$ cat src/rtl/sum_result_buffer.sv
// First-word-fall-through FIFO that captures adder sums, absorbs bursts, flags drops and reports fill level.
// Optional running accumulator of accepted sums: define SUM_BUF_ACCUM_EN.
module sum_result_buffer #(
  parameter int W     = 16,
  parameter int DEPTH = 4,
  parameter int LVL_W = $clog2(DEPTH + 1)
`ifdef SUM_BUF_ACCUM_EN
  ,
  parameter int ACC_W = 24
`endif
) (
  input  logic             clk,
  input  logic             rst_n,
  input  logic             in_valid,
  input  logic [W-1:0]     in_data,
  output logic             out_valid,
  input  logic             out_ready,
  output logic [W-1:0]     out_data,
  output logic [LVL_W-1:0] level,
  output logic             full,
  output logic             ovf,
  input  logic             clr_ovf
`ifdef SUM_BUF_ACCUM_EN
  ,
  output logic [ACC_W-1:0] acc,
  input  logic             clr_acc
`endif
);

  localparam int PTR_W = $clog2(DEPTH);

  logic [W-1:0]     mem [DEPTH];
  logic [PTR_W-1:0] wr_ptr;
  logic [PTR_W-1:0] rd_ptr;
  logic             push;
  logic             pop;
  logic             drop;

  assign full      = (level == LVL_W'(DEPTH));
  assign out_valid = (level != '0);
  assign pop       = out_valid && out_ready;
  // A full FIFO still accepts when the head leaves in the same cycle.
  assign push      = in_valid && (!full || pop);
  assign drop      = in_valid && full && !pop;
  assign out_data  = out_valid ? mem[rd_ptr] : '0;

  // NOTE: sequential state uses non-blocking assignments so every register samples pre-edge values.
  always_ff @(posedge clk or negedge rst_n) begin
    if (!rst_n) begin
      wr_ptr <= '0;
      rd_ptr <= '0;
      level  <= '0;
      ovf    <= 1'b0;
    end else begin
      if (push) wr_ptr <= wr_ptr + 1'b1;
      if (pop)  rd_ptr <= rd_ptr + 1'b1;
      if (push && !pop)      level <= level + 1'b1;
      else if (pop && !push) level <= level - 1'b1;
      // Set wins over a same-cycle clear so no drop goes unreported.
      if (drop)         ovf <= 1'b1;
      else if (clr_ovf) ovf <= 1'b0;
    end
  end

  // NOTE: the storage array has no reset; out_valid masks stale entries, so clearing it would only cost area.
  always_ff @(posedge clk) begin
    if (push) mem[wr_ptr] <= in_data;
  end

`ifdef SUM_BUF_ACCUM_EN
  always_ff @(posedge clk or negedge rst_n) begin
    if (!rst_n) begin
      acc <= '0;
    end else if (push) begin
      acc <= (clr_acc ? '0 : acc) + {{(ACC_W - W){1'b0}}, in_data};
    end else if (clr_acc) begin
      acc <= '0;
    end
  end
`endif

endmodule
$ cat config.mk
export PLATFORM = sky130hd
export DESIGN_NAME = sum_result_buffer
export DESIGN_NICKNAME = d
export VERILOG_FILES = /design/src/rtl/sum_result_buffer.sv
export SDC_FILE = /design/constraint.sdc
export NUM_CORES = 1
export LEC_CHECK = 0
export ABC_AREA = 1
export CAP_MARGIN = 10
export CORE_UTILIZATION = 29
export CTS_BUF_LIST = sky130_fd_sc_hd__clkbuf_8
export DETAILED_ROUTE_END_ITERATION = 10
export GPL_ROUTABILITY_DRIVEN = 1
export SYNTH_ARGS = -nofsm -noshare
export SYNTH_HDL_FRONTEND = slang
export SYNTH_SLANG_ARGS = --single-unit
$ cat constraint.sdc
create_clock -name clk -period 2.6 [get_ports clk]
set_input_delay 0.78 -clock clk [delete_from_list [all_inputs] [get_ports clk]]
set_output_delay 0.78 -clock clk [all_outputs]
set_load 0.1 [all_outputs]
==> impl_results.rst <==
.. list-table::
   :header-rows: 1

   * - Metric
     - Value
   * - R2R Path Start
     - level[0]$_DFFE_PN0P_
   * - Count of different cell masters after synthesis
     - 24
   * - Clock sinks
     - 72
   * - Max-cap violations
     - 0
   * - Cts hold-fix bufs
     - 0
   * - Kind of capture point of the worst setup path
     - output pin
   * - Starting density of the core
     - 29.81%
   * - Number of cells upsized or downsized after cts
     - 0
   * - Setup violations, final
     - 0
   * - Area share of fa/ha/maj cells after synthesis
     - 2.416%
   * - Sum of routed wire length over all layers
     - 6293 um
   * - Util after Layout
     - 39.57%
   * - Final Cell Area
     - 4538 um^2
   * - Outcome
     - finished, final reports clean
   * - Die span in y
     - 110.6 um
   * - Number of synthesis warnings
     - 0
   * - Maximum number of pins on one net before global-route repair
     - 34
   * - Source of the worst hold timing path
     - wr_ptr[1]$_DFFE_PN0P_
   * - Arrival time at the worst endpoint
     - 1.68 ns
   * - Global route total overflow
     - 0
   * - Worst-Skew Late Latency
     - 0.35 ns
   * - Core Region
     - 11470 um^2
   * - Min-delay worst type
     - register to register
   * - Top Ports
     - 43
   * - Critical path buffers and inverters
     - 2
   * - Dominant cell by count in the synthesized netlist
     - inv_1
   * - Post-CTS setup repair buffer count
     - 0
   * - Vias in the first global route
     - 2140
   * - Clock transition at the registers of the reported paths
     - 0.07 ns
   * - Share of the synthesized area in the top cell type
     - 56.22%
   * - 1st-iter DRT viols
     - 75
   * - Launching instance or port of the critical path
     - level[0]$_DFFE_PN0P_
   * - Post-Synth Simple-Gate Area
     - 18.70%
   * - Clock H-tree levels
     - 3
   * - Syn_nets
     - 342
   * - Post-Place Worst Slack
     - 0.05037 ns
   * - Global-route wire length before repair
     - 10580 um
   * - Total negative slack for setup checks
     - 0 ns
   * - Max stage delay on crit path
     - 0.53 ns
   * - Critical path class
     - register to output pin
   * - Drt wl/cell
     - 12.22 um
   * - Max_slew headroom
     - 72.74%
   * - Layout area overhead
     - 32.76%
   * - Share of synthesized area spent on multiplexers
     - 0%
   * - Setup repair after global routing missed its margin
     - no
   * - Synth Area in Compound Gates
     - 4.209%
   * - Time the final worst path needs with I/O delays and setup
     - 2.465 ns
   * - Routed vias/inst
     - 4.146
   * - Worst-case clock buffer depth
     - 2
   * - Post-synth top cells
     - inv_1, nand2_1, edfxtp_1, nand3_1, nand3_2
   * - Final weighted congestion of routability-driven global placement
     - 0.7515
   * - Worst Max-Slew Pin Slew
     - 0.4089 ns
   * - Synthesized instance count
     - 315
   * - Combinational family with the most area after synthesis
     - simple AND/OR/NAND/NOR gates
   * - CTS root buf
     - clkbuf_8
   * - Number of antenna violations at the first check in global routing
     - 0
   * - Final antenna diode count
     - 0
   * - Antenna viol nets, final
     - 0
   * - Post-DP Area
     - 4333 um^2
   * - Fmax
     - 405.7 MHz
   * - Final Worst Setup Slack
     - 0.1354 ns
   * - Inserted Clock Buffers
     - 9
   * - Cell breakdown of the critical path
     - nor2_4, nand2_4, inv_6, a21oi_4, buf_12
   * - Residual DRC
     - 0
   * - Share of final-layout standard cells stronger than drive strength 1
     - 27.42%
   * - Count of flip-flops with a built-in enable after synthesis
     - 64
   * - Tcrit/Tclk final
     - 94.79%
   * - Final Hold Fails
     - 0
   * - Count of pins over their slew limit
     - 0
   * - Number of synthesized register bits
     - 72
   * - Global router's overall resource usage
     - 11.27%
   * - Total via count after detailed routing
     - 2135
   * - Worst clock skew on the final layout
     - 0.01434 ns
   * - Post-Synth XOR/XNOR Area
     - 0.5124%
   * - Horizontal die dimension
     - 110.6 um
   * - Required time reported for the critical path endpoint
     - 1.82 ns
   * - Share of async-settable or async-resettable flops after synthesis
     - 11.11%
   * - Top flip-flop cell by instance count after synthesis
     - edfxtp_1
   * - Count of nets after finishing
     - 394
   * - Sequential area share after synthesis
     - 62.08%
   * - Die area
     - 12230 um^2
   * - Critical Path Slowest Stage Cell
     - dfrtp_4
   * - Total half-perimeter wirelength after legalization and detailed placement
     - 4164 um
   * - Cell types with the largest area share after synthesis
     - edfxtp_1, inv_1, nand2_1
   * - Mapped cell area
     - 3418 um^2
   * - Syn Area/Cell
     - 10.85 um^2
   * - Count of standard-cell rows
     - 39
   * - Worst Setup Start Kind
     - register
   * - CTS tree
     - done
   * - Cell taking the most area after synthesis
     - edfxtp_1
   * - Crit path max fanout
     - 16
   * - First-pass iteration count of the detailed router
     - 5
   * - Cell class contributing the biggest share of worst-path delay
     - flip-flops
   * - Port-buffer cells
     - 42
==> cell usage in the layout (no fill, tap or decap), drive strengths merged <==
cell,Yosys,routed
inv,81,83
nand2,81,81
edfxtp,64,64
nand3,37,37
buf,11,32
clkdlybuf4s50,0,20
a21oi,16,16
clkbuf,0,9
dfrtp,8,8
ha,5,5
nor2,5,5
clkinv,0,3
xnor2,2,2
nor3,1,1
nand4,1,1
o22ai,1,1
o21ai,1,1
fa,1,1
clkinvlp,0,1
bufinv,0,1
==> path summary, 6_finish.rpt <==
path | end | slack, ns | depth (start not counted)
hold reg to reg | wr_ptr[1]$_DFFE_PN0P_ | 0.53 | 2
hold / removal | wr_ptr[1]$_DFFE_PN0P_ | 0.53 | 2
min in group asynchronous | level[0]$_DFFE_PN0P_ | 0.72 | 1
max in group asynchronous | level[2]$_DFFE_PN0P_ | 1.56 | 1
setup reg to reg | level[2]$_DFFE_PN0P_ | 0.72 | 10
setup / recovery | out_data[11] | 0.14 | 5
==> final cells by class <==
type	count	area, um^2
Multi-Input combinational cell	151	1016
Clock inverter	7	77.57
Fill cell	1052	6929
Tap cell	143	178.9
Timing Repair Buffer	52	690.7
Clock buffer	9	123.9
Sequential cell	72	2135
Inverter	81	316.6
==> flip-flops by register name, indices dropped and copies added (netlist names) <==
register  cells
ovf           1
rd_ptr        2
level         3
wr_ptr        2
mem          64
==> stage by stage <==
step	hold slack (ns)	instances
2_1_floorplan	0.4844	315
5_1_grt	0.5691	515
4_1_cts	0.5377	515
6_report	0.5316	515
3_5_place_dp	0.5242	499
3_3_place_gp	0.5198	499
==> metal layers <==
layer | part of all wire [%] | GRT usage, %
met3 | 2.7 | 2.031
met4 | 1.9 | 6.044
met1 | 46 | 14.01
met5 | 0 | 0
met2 | 50 | 18.59
==> cells by family (layout without fill, tap and decap cells) <==
family	count (synthesis)	after routing
AOI/OAI and AO/OA	18	18
xor gates and xnor gates	2	2
adders and majority gates	6	6
buffers and inverters	92	149
DFF	72	72
and+or+nand+nor	125	125
==> worst min-delay path, cell delays in order, from the launching register on <==
cell and delay (ns):
dfrtp_1 0.39, nand2_1 0.06, nand2_1 0.05
Power is not shown: default switching activity piles up to over one toggle a cycle in this logic, so the estimate is an artifact.
